--- src/rtl/dp_pkg.sv ---
// Datapath-wide defaults shared by the register file, decoder and ALU.
// Holds the default widths, the register address type and the special-register index.
package dp_pkg;

    localparam int DP_DATA_W   = 16;
    localparam int DP_NREGS    = 16;
    localparam int DP_ADDR_W   = $clog2(DP_NREGS);
    localparam int DP_SPEC_REG = 15;

    typedef logic [DP_ADDR_W-1:0] reg_addr_t;
    typedef logic [DP_DATA_W-1:0] reg_data_t;

endpackage

--- src/rtl/regfile_scoreboard.sv ---
// Busy-bit scoreboard for the GPR bank: one bit per register marks an in-flight
// producer. Issue is blocked on RAW/WAW hazards unless writeback resolves them this cycle.
module regfile_scoreboard
    import dp_pkg::*;
#(
    parameter int NREGS    = DP_NREGS,
    parameter int ADDR_W   = $clog2(NREGS),
    parameter int ZERO_REG = 1
) (
    input  logic              clk,
    input  logic              rst,
    input  logic              issue_valid,
    input  logic [ADDR_W-1:0] issue_dst,
    input  logic [ADDR_W-1:0] src1,
    input  logic [ADDR_W-1:0] src2,
    input  logic              we_a,
    input  logic [ADDR_W-1:0] wa_addr,
    output logic              stall,
    output logic              issue_ack
);

    logic [NREGS-1:0] busy;
    logic [NREGS-1:0] eff_busy;

    // A writeback landing this cycle is forwarded by the bypass, so it no longer blocks.
    always_comb begin
        eff_busy = busy;
        if (we_a) begin
            eff_busy[wa_addr] = 1'b0;
        end
    end

    assign stall     = issue_valid & (eff_busy[src1] | eff_busy[src2] | eff_busy[issue_dst]);
    assign issue_ack = issue_valid & ~stall;

    always_ff @(posedge clk or negedge rst) begin
        if (!rst) begin
            busy <= '0;
        end else begin
            // NOTE: later non-blocking assignments to the same bit win, so the newer
            // producer (issue) overrides a same-cycle writeback clear.
            if (we_a) begin
                busy[wa_addr] <= 1'b0;
            end
            if (issue_ack) begin
                busy[issue_dst] <= 1'b1;
            end
            if (ZERO_REG != 0) begin
                busy[0] <= 1'b0;
            end
        end
    end

endmodule

--- src/rtl/regfile_sb.sv ---
// GPR bank with two combinational read ports, writeback port A, special-register
// port B, optional write-through bypass and the issue scoreboard.
module regfile_sb
    import dp_pkg::*;
#(
    parameter int DATA_W   = DP_DATA_W,
    parameter int NREGS    = DP_NREGS,
    parameter int ADDR_W   = $clog2(NREGS),
    parameter int SPEC_REG = DP_SPEC_REG,
    parameter int ZERO_REG = 1,
    parameter int BYPASS   = 1
) (
    input  logic              clk,
    input  logic              rst,
    input  logic [ADDR_W-1:0] rd_addr1,
    input  logic [ADDR_W-1:0] rd_addr2,
    output logic [DATA_W-1:0] rd_data1,
    output logic [DATA_W-1:0] rd_data2,
    output logic [DATA_W-1:0] spec_data,
    input  logic              we_a,
    input  logic [ADDR_W-1:0] wa_addr,
    input  logic [DATA_W-1:0] wa_data,
    input  logic              we_b,
    input  logic [DATA_W-1:0] wb_data,
    input  logic              issue_valid,
    input  logic [ADDR_W-1:0] issue_dst,
    output logic              issue_ack,
    output logic              stall,
    output logic              wr_conflict
);

    localparam logic [ADDR_W-1:0] SPEC_ADDR = ADDR_W'(SPEC_REG);
    localparam int                NPORTS    = 3;

    logic [DATA_W-1:0] regs [NREGS];
    logic              a_hit;
    logic [ADDR_W-1:0] port_addr [NPORTS];
    logic [DATA_W-1:0] port_data [NPORTS];

    assign a_hit = we_a && !((ZERO_REG != 0) && (wa_addr == '0));

    always_ff @(posedge clk or negedge rst) begin
        if (!rst) begin
            // NOTE: the register contents are architecturally zero after reset, so
            // the array is reset here rather than left to a RAM macro.
            for (int r = 0; r < NREGS; r++) begin
                regs[r] <= '0;
            end
            wr_conflict <= 1'b0;
        end else begin
            if (a_hit) begin
                regs[wa_addr] <= wa_data;
            end
            // Port B is assigned last so it takes SPEC_REG when both ports target it.
            if (we_b) begin
                regs[SPEC_ADDR] <= wb_data;
            end
            if (we_a && we_b && (wa_addr == SPEC_ADDR)) begin
                wr_conflict <= 1'b1;
            end
        end
    end

    // Ports 0/1 are the ALU reads; port 2 is the fixed SPEC_REG export.
    assign port_addr[0] = rd_addr1;
    assign port_addr[1] = rd_addr2;
    assign port_addr[2] = SPEC_ADDR;

    always_comb begin
        for (int p = 0; p < NPORTS; p++) begin
            port_data[p] = regs[port_addr[p]];
            if ((BYPASS != 0) && we_a && (wa_addr == port_addr[p])) begin
                port_data[p] = wa_data;
            end
            if ((BYPASS != 0) && we_b && (port_addr[p] == SPEC_ADDR)) begin
                port_data[p] = wb_data;
            end
            if ((ZERO_REG != 0) && (port_addr[p] == '0)) begin
                port_data[p] = '0;
            end
        end
    end

    assign rd_data1  = port_data[0];
    assign rd_data2  = port_data[1];
    assign spec_data = port_data[2];

    regfile_scoreboard #(
        .NREGS   (NREGS),
        .ADDR_W  (ADDR_W),
        .ZERO_REG(ZERO_REG)
    ) u_scoreboard (
        .clk        (clk),
        .rst        (rst),
        .issue_valid(issue_valid),
        .issue_dst  (issue_dst),
        .src1       (rd_addr1),
        .src2       (rd_addr2),
        .we_a       (we_a),
        .wa_addr    (wa_addr),
        .stall      (stall),
        .issue_ack  (issue_ack)
    );

endmodule

--- config.mk ---
export PLATFORM = sky130hd
export DESIGN_NAME = regfile_sb
export DESIGN_NICKNAME = d
export VERILOG_FILES = /design/src/rtl/dp_pkg.sv /design/src/rtl/regfile_scoreboard.sv /design/src/rtl/regfile_sb.sv
export SDC_FILE = /design/constraint.sdc
export NUM_CORES = 1
export LEC_CHECK = 0
export ABC_CLOCK_PERIOD_IN_PS = 6300
export CORE_ASPECT_RATIO = 0.75
export CORE_MARGIN = 8
export CORE_UTILIZATION = 30
export CTS_CLUSTER_DIAMETER = 60
export DETAILED_ROUTE_END_ITERATION = 7
export DONT_BUFFER_PORTS = 1
export GPL_ROUTABILITY_DRIVEN = 0
export PLACE_DENSITY_LB_ADDON = 0.1
export SYNTH_ARGS = -nofsm -noshare
export SYNTH_HDL_FRONTEND = slang
export SYNTH_SLANG_ARGS = --single-unit
export TNS_END_PERCENT = 30
--- constraint.sdc ---
create_clock -name clk -period 6.3 [get_ports clk]
set_input_delay 1.89 -clock clk [delete_from_list [all_inputs] [get_ports clk]]
set_output_delay 1.89 -clock clk [all_outputs]
set_load 0.01 [all_outputs]
==> results by group <==
Status
  • Outcome: finished clean

Floorplan
  • Die Height: around 210 µm
  • Initial Util: between 30% and 40%
  • Ports: approximately 100
  • Die X-Extent: approximately 280 µm
  • CORE AREA: a little over 50000 µm²
  • Die area: around 60000 µm²
  • Rows: between 70 and 80

Timing
  • Final min period: between 5000 and 6000 ps
  • Worst setup margin: about 350 ps
  • Setup TNS: 0 ps
  • Final Hold Fails: 0
  • RSZ-0062 raised after global routing: no
  • Pins over their slew limit: 0
  • Final period utilization: 94.48%
  • Skew final: about 18 ps
  • Fmax: ~170 MHz
  • Tightest Pin Transition: about 880 ps
  • Final setup fails: 0
  • Slew Limit Headroom: around two fifths

Job
  • Max-cap violations: 0

Cells and area
  • Final net count: around 1100
  • Layout cell share with drive strength beyond 1: about 47%
  • Area growth syn-to-layout: 13.62%

Synth
  • Share of the synthesized area in the top cell type: 43.56%
  • Syn Area/Cell: 14.04 µm²
  • Seq/Total Area, Yosys: 43.56%
  • Biggest area consumer among synthesized cells: dfrtp_1
  • Cells after Synth: 1113
  • Synth Flop Type: dfrtp_1
  • Synthesis-stage register bit count: between 200 and 300
  • Post-Syn Nets: approximately 1200
  • Post-synth ARST share: 100.0%
  • Synth unique cells: 52
  • Number of synthesized flops with an enable pin: 0
  • Ys Warns: 0
  • Mapped cell area: about 16000 µm²
  • Dominant cells by area after synthesis: dfrtp_1, mux4_2, mux2_2

Worst hold path
  • Hold Crit Start: regs[254]$_DFFE_PN0P_
  • Hold/Removal Path Class: register to register

Clocking
  • Clk sinks: ~270
  • Clock slew at reported path FFs: 60 ps
  • Hold buffer count at CTS: 0
  • Num CTS Buffers: 37
  • Root Driver: clkbuf_16
  • Setup Buffers After CTS: 0
  • Clock Latency Late Sink: 530 ps
  • # resized after CTS: 0
  • CTS tree: done
  • Clock tree buffer depth: 3
  • Htree depth: 2

Setup path
  • Startpoint Class: primary input
  • Setup crit end kind: output port
  • WS Path Type: primary input to output port
  • Worst Setup SP: wa_addr[0]
  • Worst Path Required: ~4400 ps
  • RR Startpoint: u_scoreboard.busy[13]$_DFF_PN0_
  • Critical Path AT: about 4100 ps
  • Max FO, Critical Path: 17

GRT
  • Largest net degree at the start of global routing: 273
  • First-pass GRT wire length: 78030 µm
  • Vias in the first global route: around 11000
  • Initial antenna violation count: 2
  • Grt total ovfl: 0
  • Total Routing Usage GR: between 15 and 20%

Drt
  • DRC viols: 0
  • DRT antenna net count: 0
  • Vias per std cell: approximately 5.6
  • Wire per inst: ~30 µm
  • Initial DRC Count: about 780
  • First-pass detailed-route iteration total: 5
  • Via Count: ~10000
  • Final Routed Wirelength: about 53000 µm

Placement
  • Port bufs: 0
  • DPL Wire Length: just over 30000 µm
  • Pre-CTS setup slack: ~380 ps

Power and ir drop
  • Worst-case vdd ir drop: 0.1836 mV
  • Power Total: 5.796 mW
  • Pwr Density: 326.4 nW/µm²
  • Leak: 6.897 nW
## Yosys cell counts, types with 2 or more instances
| library cell | count |
|---|---|
| nand3b_1 | 3 |
| o21a_1 | 2 |
| nand3_1 | 11 |
| buf_1 | 10 |
| or2_2 | 3 |
| clkbuf_1 | 91 |
| mux4_2 | 160 |
| o2111ai_1 | 3 |
| o211ai_1 | 9 |
| a21oi_1 | 3 |
| xor2_1 | 6 |
| o21ai_0 | 45 |
| o221ai_1 | 5 |
| buf_6 | 3 |
| nand2_1 | 35 |
| o31ai_1 | 15 |
| nor4_1 | 4 |
| buf_2 | 18 |
| nor4b_1 | 2 |
| a211oi_1 | 34 |
| inv_1 | 5 |
| nor2b_1 | 3 |
| buf_4 | 3 |
| nand2b_1 | 2 |
| mux2i_1 | 52 |
| and3_1 | 2 |
| dfrtp_1 | 272 |
| inv_2 | 2 |
| o2111a_1 | 2 |
| or3_1 | 2 |
| nor2_1 | 51 |
| nand4_1 | 7 |
| xnor2_1 | 2 |
| mux2_2 | 225 |
| and3b_1 | 2 |
| nor4_2 | 2 |
| nor3_1 | 2 |
## cell type report
| class | count | area [µm²] |
|---|---|---|
| Tap cell | 703 | 879.6 |
| Clock buffer | 51 | 1071 |
| Fill cell | 5051 | 33780 |
| Inverter | 7 | 26.28 |
| Sequential cell | 272 | 6807 |
| Multi-Input combinational cell | 709 | 8329 |
| Clock inverter | 11 | 150.1 |
| Timing Repair Buffer | 60 | 488.0 |
| Antenna cell | 1 | 2.502 |
## per-stage QoR
step,utilization (%),cells,instance area [µm²],hold WS [ps]
after floorplan,-,1113,15630,441.3
after global placement,32.08,1751,16530,376.9
after detailed placement,32.08,1751,16530,383.6
after CTS,34.45,1813,17750,397.4
after global routing,34.45,1813,17750,408.7
final,34.45,1814,17750,392.1
## final timing paths
path / to / slack (ps) / cells past startpoint
worst max register to register: u_scoreboard.busy[12]$_DFF_PN0_ / 4270 / 5
worst min register to register: regs[254]$_DFFE_PN0P_ / 390 / 0
worst max-delay path: issue_ack / 350 / 7
min in group asynchronous: regs[204]$_DFFE_PN0P_ / 1100 / 0
worst min-delay path: regs[254]$_DFFE_PN0P_ / 390 / 0
max in group asynchronous: regs[9]$_DFFE_PN0P_ / 4580 / 0
## where the power goes
| group | total (mW) | switching (mW) | internal [mW] | leakage (nW) |
|---|---|---|---|---|
| Combinational | 1.29 | 0.465 | 0.828 | 2.94 |
| Sequential | 2.38 | 0.254 | 2.12 | 3.37 |
| Clock | 2.12 | 0.814 | 1.31 | 0.586 |
## critical path, stage by stage
cell     delay (ps)
or3b_1          580
o21ai_4         260
mux2i_1         110
o311a_1         320
a211o_2         510
nor3_1          230
buf_4           150
## routing by layer
layer  part of all wire, %  GRT usage, %
met1                    45         24.48
met2                    46         27.99
met3                   6.7         4.795
met4                   2.0         4.394
met5                 0.025             0
## logic make-up (layout without fill, tap and decap cells)
logic type / count (synthesis) / count (layout) / synth area share [%]
other: 0 / 1 / 0
multiplexers: 437 / 437 / 42.61
buffers and inverters: 132 / 129 / 3.531
AND/OR/NAND/NOR: 134 / 134 / 4.100
XOR/XNOR: 8 / 8 / 0.4484
flip-flops: 272 / 272 / 43.56
AO/OA/AOI/OAI: 130 / 130 / 5.750
## flip-flops by register name, summed over array words and instances, names as in the netlist
name	count
wr_conflict	1
regs	256
u_scoreboard.busy	15
## placed cells by master (no fill, tap or decap), types with 3 or more instances in the layout
cell type     n
mux2_2      225
clkbuf_1      7
a21oi_1       3
o2111ai_1     3
clkbuf_8      5
nor2_1       41
nand4_1       7
nor2_2       10
dfrtp_1     272
nand2_2       3
a211oi_1     34
o31ai_1      15
nand2_1      32
inv_1         5
clkbuf_16    39
o221ai_1      5
o21ai_0      45
buf_12        3
xor2_1        6
clkinvlp_4    4
bufinv_16     3
nand3b_1      3
mux4_2      160
mux2i_1      52
nand3_1      11
or2_2         3
nor2b_1       3
o211ai_1      9
buf_4        57
Note: power is estimated with default switching activity, not from simulation.
